$ cat config.mk
export PLATFORM = sky130hd
export DESIGN_NAME = cte_stream_driver
export DESIGN_NICKNAME = d
export VERILOG_FILES = /design/src/rtl/cte_stream_driver.sv
export SDC_FILE = /design/constraint.sdc
export NUM_CORES = 1
export LEC_CHECK = 0
export ABC_CLOCK_PERIOD_IN_PS = 4600
export CORE_ASPECT_RATIO = 0.5
export CORE_MARGIN = 2
export CORE_UTILIZATION = 57
export CTS_CLUSTER_SIZE = 8
export DETAILED_ROUTE_END_ITERATION = 8
export PLACE_DENSITY = 0.79
export SETUP_SLACK_MARGIN = 0.05
export SYNTH_ARGS = -nofsm -noshare
export SYNTH_HDL_FRONTEND = slang
export SYNTH_SLANG_ARGS = --single-unit
$ cat constraint.sdc
create_clock -name clk -period 4.6 [get_ports clk]
set_clock_uncertainty 0.05 [all_clocks]
set_input_delay 0.92 -clock clk [delete_from_list [all_inputs] [get_ports clk]]
set_output_delay 0.92 -clock clk [all_outputs]
set_load 0.05 [all_outputs]
$ cat src/rtl/cte_stream_driver.sv
// Host-side initiator for the colour-transform engine: buffers a tagged pixel stream,
// feeds the CTE under busy/credit control and queues every CTE result for downstream.
module cte_stream_driver #(
  parameter int IN_DEPTH  = 4,
  parameter int OUT_DEPTH = 8
) (
  input  logic        clk,
  input  logic        reset,
  input  logic        s_valid,
  output logic        s_ready,
  input  logic [23:0] s_data,
  input  logic        s_mode,
  output logic        m_valid,
  input  logic        m_ready,
  output logic [23:0] m_data,
  output logic        op_mode,
  output logic        in_en,
  output logic [7:0]  yuv_in,
  output logic [23:0] rgb_in,
  input  logic        busy,
  input  logic        out_valid,
  input  logic [23:0] rgb_out,
  input  logic [7:0]  yuv_out,
  output logic        err
);
  localparam int IAW = $clog2(IN_DEPTH);
  localparam int OAW = $clog2(OUT_DEPTH);
  localparam int PW  = OAW + 1;
  localparam logic [PW:0]  DEPTH_W = (PW+1)'(OUT_DEPTH);
  localparam logic [IAW:0] IN_ONE  = (IAW+1)'(1);
  localparam logic [OAW:0] OUT_ONE = (OAW+1)'(1);

  typedef enum logic [1:0] {IDLE, RUN, GAP, DRAIN} state_t;

  state_t        state_q, state_d;
  logic          op_mode_q, op_mode_d;
  logic          in_en_q, in_en_d;
  logic [7:0]    yuv_in_q, yuv_in_d;
  logic [23:0]   rgb_in_q, rgb_in_d;
  logic          err_q, err_d;
  logic [1:0]    phase_q, phase_d;
  logic [PW-1:0] pending_q, pending_d;
  logic [IAW:0]  in_wr_q, in_wr_d, in_rd_q, in_rd_d;
  logic [OAW:0]  out_wr_q, out_wr_d, out_rd_q, out_rd_d;

  logic [24:0]   in_mem_q [IN_DEPTH];
  logic [23:0]   out_mem_q [OUT_DEPTH];

  logic          in_empty, in_full, in_push, issue;
  logic [24:0]   head;
  logic          head_mode;
  logic          out_empty, out_pop;
  logic [OAW:0]  out_occ;
  logic [PW:0]   out_free, need;
  logic [PW-1:0] add;
  logic          closing, credit_ok;
  logic [23:0]   cap_data;

  assign in_empty  = (in_wr_q == in_rd_q);
  assign in_full   = (in_wr_q[IAW] != in_rd_q[IAW]) &&
                     (in_wr_q[IAW-1:0] == in_rd_q[IAW-1:0]);
  assign in_push   = s_valid && !in_full;
  assign head      = in_mem_q[in_rd_q[IAW-1:0]];
  assign head_mode = head[24];

  assign out_empty = (out_wr_q == out_rd_q);
  assign out_pop   = !out_empty && m_ready;
  assign out_occ   = out_wr_q - out_rd_q;
  assign out_free  = DEPTH_W - {1'b0, out_occ};
  assign cap_data  = op_mode_q ? {16'h0, yuv_out} : rgb_out;

  // Results a single issue of the head word would add; a mode-1 pixel or the
  // second half of a 4:2:2 group closes a group and needs a gap afterwards.
  always_comb begin
    if (op_mode_q) begin
      add     = PW'(2);
      closing = 1'b1;
    end else begin
      add     = PW'(phase_q[1]);
      closing = phase_q[1];
    end
  end

  assign need      = {1'b0, pending_q} + {1'b0, add};
  assign credit_ok = (out_free >= need);

  always_comb begin
    state_d   = state_q;
    op_mode_d = op_mode_q;
    in_en_d   = 1'b0;
    yuv_in_d  = yuv_in_q;
    rgb_in_d  = rgb_in_q;
    phase_d   = phase_q;
    err_d     = err_q;
    issue     = 1'b0;
    case (state_q)
      IDLE: begin
        if (!in_empty) begin
          if (head_mode == op_mode_q) begin
            state_d = RUN;
          end else begin
            state_d = DRAIN;
            err_d   = err_q | (phase_q != 2'd0);
          end
        end
      end
      RUN: begin
        if (in_empty) begin
          state_d = IDLE;
        end else if (head_mode != op_mode_q) begin
          state_d = DRAIN;
          err_d   = err_q | (phase_q != 2'd0);
        end else if (!busy && credit_ok) begin
          issue    = 1'b1;
          in_en_d  = 1'b1;
          yuv_in_d = head[7:0];
          rgb_in_d = head[23:0];
          if (!op_mode_q) phase_d = phase_q + 2'd1;
          if (closing) state_d = GAP;
        end
      end
      GAP: state_d = RUN;
      DRAIN: begin
        if ((pending_q == '0) && !busy) begin
          op_mode_d = ~op_mode_q;
          phase_d   = 2'd0;
          state_d   = IDLE;
        end
      end
      default: state_d = IDLE;
    endcase

    // A stray result with nothing outstanding is still queued but cannot underflow the count.
    pending_d = pending_q;
    if (out_valid && (pending_q != '0)) pending_d = pending_q - PW'(1);
    if (issue) pending_d = pending_d + add;
  end

  always_comb begin
    in_wr_d  = in_wr_q;
    in_rd_d  = in_rd_q;
    out_wr_d = out_wr_q;
    out_rd_d = out_rd_q;
    if (in_push)   in_wr_d  = in_wr_q + IN_ONE;
    if (issue)     in_rd_d  = in_rd_q + IN_ONE;
    if (out_valid) out_wr_d = out_wr_q + OUT_ONE;
    if (out_pop)   out_rd_d = out_rd_q + OUT_ONE;
  end

  always_ff @(posedge clk or negedge reset) begin
    if (!reset) begin
      state_q   <= IDLE;
      op_mode_q <= 1'b0;
      in_en_q   <= 1'b0;
      yuv_in_q  <= '0;
      rgb_in_q  <= '0;
      err_q     <= 1'b0;
      phase_q   <= 2'd0;
      pending_q <= '0;
      in_wr_q   <= '0;
      in_rd_q   <= '0;
      out_wr_q  <= '0;
      out_rd_q  <= '0;
    end else begin
      state_q   <= state_d;
      op_mode_q <= op_mode_d;
      in_en_q   <= in_en_d;
      yuv_in_q  <= yuv_in_d;
      rgb_in_q  <= rgb_in_d;
      err_q     <= err_d;
      phase_q   <= phase_d;
      pending_q <= pending_d;
      in_wr_q   <= in_wr_d;
      in_rd_q   <= in_rd_d;
      out_wr_q  <= out_wr_d;
      out_rd_q  <= out_rd_d;
    end
  end

  // Storage arrays carry data only and are left out of reset.
  always_ff @(posedge clk) begin
    if (in_push)   in_mem_q[in_wr_q[IAW-1:0]]   <= {s_mode, s_data};
    if (out_valid) out_mem_q[out_wr_q[OAW-1:0]] <= cap_data;
  end

  assign s_ready = !in_full;
  assign m_valid = !out_empty;
  assign m_data  = out_empty ? 24'h0 : out_mem_q[out_rd_q[OAW-1:0]];
  assign op_mode = op_mode_q;
  assign in_en   = in_en_q;
  assign yuv_in  = yuv_in_q;
  assign rgb_in  = rgb_in_q;
  assign err     = err_q;

endmodule

Word level (Yosys, flattened, before mapping)
Memories as Yosys holds them, arrays and structs flattened.
Index checks and enable logic that the tools add are counted.
{"block": "word_totals", "memories": 2, "ramBits": 292, "reg_bits": 57}
{"name": "out_mem_q", "depth": 8, "word_bits": 24, "read_ports": 1, "rd_clocked_by_memory_dff": 0, "write_ports": 1, "line": "47", "rtl": "logic [23:0] out_mem_q [OUT_DEPTH];"}
{"name": "in_mem_q", "depth": 4, "word_bits": 25, "read_ports": 1, "rd_clocked_by_memory_dff": 0, "write_ports": 1, "line": "46", "rtl": "logic [24:0] in_mem_q [IN_DEPTH];"}
{"block": "op_classes", "order_cmp": 1, "n_reduce_logical": 20, "muxes": 32, "n_bitwise": 4, "n_addsub": 10, "eq_ne": 19}
{"operator": "$mux 24", "count": 2}
{"operator": "$mux 2", "count": 12}
{"operator": "$ne 2x2->1 const B", "count": 8}
{"operator": "$mux 1", "count": 13}
{"operator": "$add 4x1->4 const B", "count": 2}
{"operator": "$mux 4", "count": 2}
{"operator": "$ne 4x4->1 const B", "count": 2}
{"operator": "$pmux 2 s4", "count": 1}
{"operator": "$reduce_and 4->1", "count": 2}
{"operator": "$add 3x1->3 const B", "count": 2}
{"operator": "$logic_and 1x1->1", "count": 6}
{"operator": "$reduce_and 6->1", "count": 1}
{"operator": "$reduce_bool 2->1", "count": 3}
{"operator": "$add 4x4->5", "count": 1}
{"operator": "$ge 5x5->1", "count": 1}
{"operator": "$reduce_and 5->1", "count": 1}
{"operator": "$sub 4x4->5 const A", "count": 1}
{"operator": "$add 4x4->4", "count": 1}
{"operator": "$eq 2x2->1 const B", "count": 2}
{"operator": "$eq 4x4->1", "count": 1}
{"operator": "$logic_not 4->1", "count": 1}
{"operator": "$pmux 2 s2", "count": 1}
{"operator": "$reduce_bool 4->1", "count": 1}
{"operator": "$sub 4x1->4 const B", "count": 1}
{"operator": "13 further kinds", "count": 18}

Longest topological paths before layout
Gate-level depths: netlist of run 1.
{"block": "depth", "depth_word": 9, "mapped_depth": 16, "mapped_depth_nobuf": 13}

Worst setup path before layout of run 1
OpenSTA, ideal clock, no wires.
{"block": "synth_path", "path_kind": "flip-flop to flip-flop", "start": "register op_mode_q, in the netlist op_mode", "end": "register pending_q[0]", "required_time_ns": 4.425, "path_stages_with_launch": 16, "setup_time_ns": 0.125, "n_path_buf": 4, "slack_ns": 0.842, "t_arrival_ns": 3.583, "path_cell_list": "dfrtp_1 > clkbuf_1 > clkbuf_1 > nor2_1 > ha_1 > inv_1 > fa_1 > nand3b_1 > ha_1 > nor2b_1 > nand2_1 > o21ai_1 > and2_4 > buf_6 > buf_8 > mux2_4"}
{"block": "synth_between", "elab_chain_len": 9, "word_cells_on_any_way": 11, "cone_classes": "add/sub: 2; order compare: 1; eq/ne: 1; mux: 6; reduce/logical: 1"}
{"element": "start: declaration", "line": "36", "rtl": "logic op_mode_q, op_mode_d;"}
{"element": "start signal: assignment", "line": "166", "rtl": "op_mode_q <= op_mode_d;"}
{"element": "$mux 2", "line": "75", "rtl": "if (op_mode_q) begin"}
{"element": "$add 4x4->5", "line": "84", "rtl": "assign need = {1'b0, pending_q} + {1'b0, add};"}
{"element": "$ge 5x5->1", "line": "85", "rtl": "assign credit_ok = (out_free >= need);"}
{"element": "$logic_and 1x1->1", "line": "113", "rtl": "end else if (!busy && credit_ok) begin"}
{"element": "$mux 1"}
{"element": "$mux 1 (*) (3 in series)"}
{"element": "named net in_en_d", "line": "37", "rtl": "logic in_en_q, in_en_d;"}
{"element": "$mux 4 (*)", "line": "136", "rtl": "if (issue) pending_d = pending_d + add;"}
{"element": "named net pending_d[0]", "line": "42", "rtl": "logic [PW-1:0] pending_q, pending_d;"}
{"element": "end signal: assignment", "line": "172", "rtl": "pending_q <= pending_d;"}
{"element": "end: declaration", "line": "42"}
The timed path passes the listed nets; every way through them passes the cells marked *.
A chain may end at the register's enable or synchronous reset.

Final worst setup path of run 1
{"block": "layout_path", "start": "register out_wr_q[0]", "end": "register yuv_in_q[0], in the netlist yuv_in[0]"}
{"block": "layout_between", "elab_chain_len": 5}
{"element": "start: declaration", "line": "44", "rtl": "logic [OAW:0] out_wr_q, out_wr_d, out_rd_q, out_rd_d;"}
{"element": "start signal: assignment", "line": "175", "rtl": "out_wr_q <= out_wr_d;"}
{"element": "$sub 4x4->4", "line": "68", "rtl": "assign out_occ = out_wr_q - out_rd_q;"}
{"element": "$sub 4x4->5", "line": "69", "rtl": "assign out_free = DEPTH_W - {1'b0, out_occ};"}
{"element": "$ge 5x5->1", "line": "85"}
{"element": "$logic_and 1x1->1", "line": "113"}
{"element": "$reduce_and 4->1 (no line)"}
{"element": "end signal: assignment", "line": "168", "rtl": "yuv_in_q <= yuv_in_d;"}
{"element": "end: declaration", "line": "38", "rtl": "logic [7:0] yuv_in_q, yuv_in_d;"}
No other way between the ends.

==> results.yml, run 1 <==
status:
  status: "completed"
sta:
  slew_headroom_pct: 34.0
  rsz0062_at_grt: "false"
  fin_crit_ps: 3830
  slew_viol_final: 0
  max_freq_ghz: 0.261
  post-route-period-util_pct: 83.2
  final-hold-violation-count: 0
  fin_ws_ps: 771
  tns_ps: 0
  setup_violations: 0
  tightest_slew_ps: 990
synth:
  syn_area_per_cell_um2: 18.9
  yosysSeqAreaShare_pct: 72.2
  syn-cell-area_mm2: 0.0138
  synth_edf_count: 292
  yosysTopAreaCell: "edfxtp_1"
  syn_inst: 734
  yosysWarnings: 0
  async_flop_share_pct: 14.4
  ys_types: 48
  synth_top_cell_area_share_pct: 63.3
  synth_area_leaders: "edfxtp_1, mux4_2, dfrtp_1, mux2_2, ha_1"
  syn_nets: 822
  synth_top_flop_cell: "edfxtp_1"
  ys_seq_elements: 341
detailed_routing:
  vias: 7070
  viasPerCell: 5.73
  drt_iter0_markers: 495
  drc: 0
  ant_nets: 0
  wl_per_cell_um: 22.4
  drt-total-wl_um: 27600
  dr.pass1.iters: 5
die:
  ios: 124
  row_count: 40
  core_area_mm2: 0.0239
  initial_utilization_pct: 57.9
  die_y_um: 114
  die-width_um: 224
  die_area_mm2: 0.0256
worst_setup_path:
  crit_required_ps: 4960
  r2r_setup_slack_ps: 770
  critPathKind: "flop to flop"
  cp-start-kind: "flop"
  crit_arrival_ps: 4190
  startpoint: "out_wr_q[0]"
  r2r-start: "out_wr_q[0]"
  end_kind: "flop"
  cp-endpoint: "yuv_in[0]"
  rr_endpoint: "yuv_in[0]"
  crit_fanout: 29
  r2r_cells: 11
hold_path:
  hold_path.class: "flop to flop"
  whs_path_depth: 1
grt:
  grt_pass1_vias: 7663
  grt-ovfl-total: 0
  grt_max_degree: 52
  grt_pass1_wl_um: 42800
  antenna_found_initial: 1
  track_usage_pct: 22.4
flow_run:
  cap_viol_max_count: 0
finish:
  area_growth_pct: 20.9
  nets: 975
  final_cell_area_mm2: 0.0167
  drive_above_1_share_pct: 24.6
  final_cells: 1233
  fill_cells: 1515
place:
  place_hpwl_um: 15900
  gp_congestion: 0.776
  dp_slack_ps: 803
  placedInstanceArea_mm2: 0.0154
  place_inst: 1152
  port_buffers: 123
cts:
  numClockSinks: 341
  postCtsHoldBufs: 0
  clk-insertion-delay-late_ps: 540
  cts_tree: "done"
  cts_setup_buffers: 0
  numCtsBuffers: 48
  h-tree-depth: 2
  cts-root-buf: "clkbuf_16"
  clkTransAtPathRegs_ps: 50
  post_cts_resized: 0
  cts.path.max_buffers: 3
pwr:
  power.density_mw_per_mm2: 808
  peakVddDrop_mv: 0.493
  leakagePower_nw: 5.89
## how the worst min path moves through the flow
stage | end | slack, ps | from
after floorplan | in_wr_q[2] | 410 | in_wr_q[2]
after detailed placement | err | 420 | err
after global routing | in_wr_q[2] | 460 | in_wr_q[2]
after global placement | err | 420 | err
final | err | 440 | err
after CTS | err | 440 | err
## critical path: stages (launching register included)
cell,delay [ps]
dfrtp_1,480
inv_1,110
ha_1,240
fa_1,480
ha_1,230
xor2_1,180
ha_1,330
a21o_1,120
a31oi_1,40
o21ai_1,450
and2_4,570
mux2_2,400
## where the power goes
part	switching, mW	internal [mW]	leakage, nW
clock	1.21	1.95	0.650
sequential	0.310	4.24	3.26
combinational	3.58	2.21	1.97
## metal layers
metal	track usage, %	vias up	wire length [um]
li1	-	3162	-
met1	29.1	3669	11400
met2	38.1	188	13900
met3	5.90	51	1700
met4	6.23	0	610
met5	0	-	0
## cell usage after synthesis, types with 2 or more instances
cell type	number
a31oi_1	2
nor2_1	16
ha_1	22
edfxtp_1	292
buf_4	8
fa_1	3
nor3_1	3
mux2_2	29
mux4_1	2
clkbuf_1	24
mux4_2	71
mux2_4	8
nor2b_1	19
xor2_1	15
and3_1	4
nand3_1	8
a21oi_1	31
nand2_1	62
a21o_1	2
nor4_1	2
nor3_4	2
nand2b_1	5
o21ai_0	3
buf_6	2
dfrtp_1	49
inv_1	15
xnor2_1	9
buf_2	6
## layout make-up
cell class / count / area, um^2 / area share [%]
antenna: 1 / 2.50 / 0.0150
clock buffer: 77 / 1330 / 7.96
clock inverter: 3 / 22.5 / 0.135
inverter: 16 / 60.1 / 0.359
multi-input combinational: 335 / 3590 / 21.5
sequential: 341 / 10000 / 59.8
tap: 315 / 394 / 2.36
timing repair buffer: 145 / 1330 / 7.94
## registers in the layout, indices dropped and copies added, names as in the netlist, 2 cells and up
| register | flops |
|---|---|
| out_mem_q | 192 |
| in_mem_q | 100 |
| rgb_in | 17 |
| yuv_in | 7 |
| out_rd_q | 4 |
| out_wr_q | 4 |
| pending_q | 4 |
| in_rd_q | 3 |
| in_wr_q | 3 |
| phase_q | 2 |
| state_q | 2 |
## cells by family after synthesis
group,synth area share (%)
DFF,72.2
and+or+nand+nor,4.56
muxes,15.2
buffers and inverters,2.04
AOI/OAI and AO/OA,1.83
xor gates and xnor gates,1.72
adders and majority gates,2.42
## stage by stage
step	power [mW]	hold slack, ps	util, %
2_1_floorplan	8.82	410	-
3_3_place_gp	10.2	424	64.3
3_5_place_dp	10.4	423	64.3
4_1_cts	13.7	440	69.9
5_1_grt	14.2	458	69.9
6_report	13.5	436	69.9
## layout by cell type (no fill, tap or decap), types with 10 or more instances in the layout
cell type and instances:
edfxtp_1 292, mux4_2 71, dfrtp_1 46, mux2_2 29, a21oi_1 31, nor2b_1 19, buf_4 47, nand2_1 62
xor2_1 15, clkbuf_16 49, clkbuf_1 28, ha_1 22, inv_1 15, clkdlybuf4s50_1 97, nor2_1 10
No activity file was read; power rests on OpenSTA's default activity.
==> run 2, diff against run 1 <==
ABC_CLOCK_PERIOD_IN_PS = 3980   (was 4600)
clock period = 3.98 ns   (was 4.6 ns; I/O delays follow)
==> run 2 against run 1 <==
  * Via count up 0.85%
  * Count of clock-buffer cells in the layout down 4
  * Hold slack worse by 190 ps
  * Non-clock buffer count up 7
  * Global-route usage up 0.18 points
  * Power up 16%
  * Setup slack worse by 400 ps
  * Critical path type is now flop to output pin
  * Critical endpoint is now m_data[23]
==> results.yml, run 2 (synthesis gave the netlist of run 1 again) <==
grt:
  antenna_found_initial: 1
  grt_pass1_wl_um: 43100
  grt-ovfl-total: 0
  grt_max_degree: 52
  track_usage_pct: 22.6
  grt_pass1_vias: 7759
finish:
  nets: 982
  largest_reg_flops: 192
  layout_common_cells: "edfxtp_1, clkdlybuf4s50_1, mux4_2"
  fill_cells: 1495
  final_common_cell: "edfxtp_1"
  final_cell_area_mm2: 0.0168
  area_growth_pct: 21.3
  final_cells: 1237
  drive_above_1_share_pct: 25.3
place:
  dp_slack_ps: 546
  place_hpwl_um: 15900
  placedInstanceArea_mm2: 0.0154
  place_inst: 1159
  port_buffers: 123
  gp_congestion: 0.758
cts:
  cts_setup_buffers: 0
  clk-insertion-delay-late_ps: 540
  cts.path.max_buffers: 3
  post_cts_resized: 0
  clkTransAtPathRegs_ps: 50
  numCtsBuffers: 48
  numClockSinks: 341
  postCtsHoldBufs: 0
  h-tree-depth: 2
  cts_tree: "done"
  cts-root-buf: "clkbuf_16"
worst_setup_path:
  path_buf_inv: 2
  cp-start-kind: "flop"
  path_cells: "buf_4 -> mux4_2 -> nand2_1 -> a21oi_1 -> buf_4"
  cp_slowest_cell: "buf_4"
  cp_common_cell: "buf_4"
  cp_top_family: "buffers and inverters"
  end_kind: "output pin"
  critPathKind: "flop to output pin"
  crit_required_ps: 3130
  slowest_delay_ps: 770
  crit_fanout: 51
  crit_arrival_ps: 2760
detailed_routing:
  drc: 0
  wl_per_cell_um: 22.5
  drt_iter0_markers: 513
  dr.pass1.iters: 5
  ant_nets: 0
  wl_met1_um: 11500
  vias: 7130
  viasPerCell: 5.76
  drt-total-wl_um: 27900
  met2_length_um: 14300
  wl_met3_um: 1610
  highest_layer: "met4"
die:
  initial_utilization_pct: 57.9
  die-width_um: 224
  die_y_um: 114
  ios: 124
  die_area_mm2: 0.0256
  core_area_mm2: 0.0239
  row_count: 40
status:
  status: "completed"
sta:
  hold_ws_ps: 244
  final-hold-violation-count: 0
  slew_headroom_pct: 32.1
  tightest_slew_ps: 1020
  max_freq_ghz: 0.277
  fin_ws_ps: 376
  slew_viol_final: 0
  fin_crit_ps: 3600
  post-route-period-util_pct: 90.6
  rsz0062_at_grt: "false"
  tns_ps: 0
  setup_violations: 0
pwr:
  power.density_mw_per_mm2: 936
  leakagePower_nw: 5.92
  peakVddDrop_mv: 0.542
flow_run:
  cap_viol_max_count: 0
hold_path:
  hold_path.class: "input pin to asynchronous set/reset pin"
[run 2: cell count changes in the layout (fill, tap and decap cells not counted), sizes merged]
cell    change
buf         +7
clkbuf      -4
clkinv      +1
[run 2: routing by layer]
layer  vias up  GRT usage (%)
li1       3182              -
met1      3691           29.2
met2       213           39.2
met3        44           5.21
met4         0           6.23
met5         -              0
[run 2: area by class of cell]
| cell class | count | area (um^2) | share of cell area, % |
|---|---|---|---|
| inverters | 16 | 60.1 | 0.358 |
| well taps | 315 | 394 | 2.35 |
| diodes | 1 | 2.50 | 0.0149 |
| multi-input cells | 335 | 3590 | 21.4 |
| flip-flops and latches | 341 | 10000 | 59.6 |
| clock inverters | 4 | 50.0 | 0.298 |
| repair buffers | 152 | 1390 | 8.30 |
| clock buffers | 73 | 1290 | 7.71 |
[run 2: stage by stage]
step / util, % / power, mW
after detailed placement: 64.5 / 12.1
after CTS: 70.2 / 15.8
after global routing: 70.2 / 16.5
after global placement: 64.5 / 11.9
final: 70.2 / 15.7
after floorplan: - / 10.2
[run 2: report_power, final]
group	leakage (nW)	internal [mW]	switching, mW
clock network	0.646	2.22	1.43
logic	2.01	2.62	4.15
registers	3.26	4.90	0.395
total	5.92	9.74	5.97
[run 2: path summary, 6_finish.rpt]
| path | start | end | slack (ps) | cells after the start |
|---|---|---|---|---|
| worst max-delay path | out_rd_q[0] | m_data[23] | 380 | 5 |
| worst min-delay path | reset | in_en | 240 | 1 |
| worst max register to register | out_wr_q[0] | rgb_in[20] | 500 | 11 |
| worst min register to register | err | err | 440 | 1 |
| max in group asynchronous | reset | in_rd_q[0] | 2970 | 2 |
| min in group clk | err | err | 440 | 1 |
==> run 3, diff against run 2 <==
MAX_ROUTING_LAYER = met4   (was not set)
==> run 3 against run 2 <==
  * Setup slack improved by 2.2 ps
  * Register-to-register slack about the same
  * Sequential cell count unchanged
  * First-iteration DRC count increased by 9.9%
  * Cell area unchanged
  * Routed wire length increased by 0.25%
  * Largest cell class unchanged
  * Largest power group unchanged
  * Highest routed layer unchanged
==> results.yml, run 3 (synthesis gave the netlist of run 1 again) <==
status:
  status: "completed"
place:
  place_hpwl_um: 15900
  gp_congestion: 0.768
  port_buffers: 123
detailed_routing:
  drt-total-wl_um: 28000
  drt_iter0_markers: 564
  vias: 7152
  drc: 0
  wl_per_cell_um: 22.6
  ant_nets: 0
  viasPerCell: 5.78
  dr.pass1.iters: 5
finish:
  layout_common_cells: "edfxtp_1, clkdlybuf4s50_1, mux4_2"
  area_growth_pct: 21.3
  register_area_mm2: 0.0100
  fill_cells: 1497
  final_common_cell: "edfxtp_1"
  nets: 982
  largest_reg_flops: 192
  multiInputGateArea_mm2: 0.00359
  drive_above_1_share_pct: 25.3
sta:
  rsz0062_at_grt: "false"
  fin_crit_ps: 3600
  final-hold-violation-count: 0
  post-route-period-util_pct: 90.5
  tns_ps: 0
  slew_headroom_pct: 32.4
  max_freq_ghz: 0.278
  setup_violations: 0
  slew_viol_final: 0
  tightest_slew_ps: 1010
worst_setup_path:
  r2r-start: "out_wr_q[0]"
  end_kind: "output pin"
  crit_required_ps: 3130
  cp-endpoint: "m_data[23]"
  r2r_setup_slack_ps: 510
  rr_endpoint: "rgb_in[20]"
  cp_slowest_cell: "buf_4"
  crit_cells: 5
  cp-start-kind: "flop"
  crit_fanout: 51
  slowest_delay_ps: 760
  path_cells: "buf_4 -> mux4_2 -> nand2_1 -> a21oi_1 -> buf_4"
  crit_arrival_ps: 2760
  r2r_cells: 11
  path_buf_inv: 2
  startpoint: "out_rd_q[0]"
  cp_top_family: "buffers and inverters"
  cp_common_cell: "buf_4"
  critPathKind: "flop to output pin"
die:
  ios: 124
  initial_utilization_pct: 57.9
  die-width_um: 224
  row_count: 40
  die_area_mm2: 0.0256
  die_y_um: 114
  core_area_mm2: 0.0239
grt:
  grt-ovfl-total: 0
  grt_pass1_vias: 7732
  antenna_found_initial: 1
  grt_max_degree: 52
  track_usage_pct: 23.3
  grt_pass1_wl_um: 43100
cts:
  clkTransAtPathRegs_ps: 50
  numCtsBuffers: 48
  cts_setup_buffers: 0
  cts_tree: "done"
  cts-root-buf: "clkbuf_16"
  post_cts_resized: 0
  cts.path.max_buffers: 3
  h-tree-depth: 2
  numClockSinks: 341
  clk-insertion-delay-late_ps: 540
  postCtsHoldBufs: 0
pwr:
  finalPower_mw: 15.7
  power.density_mw_per_mm2: 936
  leakagePower_nw: 5.92
  peakVddDrop_mv: 0.543
hold_path:
  hold_path.class: "input pin to asynchronous set/reset pin"
flow_run:
  cap_viol_max_count: 0
[run 3: cell counts in the layout (fill, tap and decap cells not counted)]
Identical to the previous run, type by type.
[run 3: metrics by stage]
step	hold slack, ps	instances	area [um^2]	setup slack (ps)	util, %
4_1_cts	265	1236	16800	298	70.2
3_3_place_gp	421	1159	15400	611	64.5
6_report	242	1237	16800	378	70.2
2_1_floorplan	410	734	13800	222	-
3_5_place_dp	428	1159	15400	546	64.5
5_1_grt	283	1237	16800	166	70.2
[run 3: worst min-delay path by stage]
stage | endpoint | slack, ps | cells past startpoint
after global placement | err | 420 | 1
final | in_en | 240 | 1
after CTS | out_wr_q[3] | 260 | 1
after global routing | yuv_in[4] | 280 | 1
after detailed placement | err | 430 | 1
after floorplan | in_wr_q[2] | 410 | 1
[run 3: worst register-to-register path, cell delays in order (launching register included)]
cell     delay, ps
dfrtp_1        480
inv_1          110
ha_1           240
fa_1           480
ha_1           230
xor2_1         180
ha_1           320
a21o_1         110
a31oi_1         30
o21ai_1        210
and2_4         490
mux2_2         410
[run 3: report_power, final]
group	switching (mW)	total, mW	internal, mW
logic	4.14	6.76	2.62
clock network	1.43	3.65	2.22
registers	0.396	5.30	4.90
total	5.97	15.7	9.74
[run 3: layer usage]
| layer | track usage [%] | vias up | wire length (um) |
|---|---|---|---|
| met5 | - | - | 0 |
| met4 | 6.09 | 0 | 480 |
| met3 | 5.08 | 43 | 1650 |
| met2 | 39.1 | 228 | 14300 |
| met1 | 29.4 | 3700 | 11500 |
| li1 | - | 3181 | - |
[run 3: layout make-up]
| type | count | area share, % |
|---|---|---|
| Antenna cell | 1 | 0.0149 |
| Timing Repair Buffer | 152 | 8.30 |
| Clock buffer | 73 | 7.71 |
| Inverter | 16 | 0.358 |
| Multi-Input combinational cell | 335 | 21.4 |
| Clock inverter | 4 | 0.298 |
| Tap cell | 315 | 2.35 |
| Sequential cell | 341 | 59.6 |
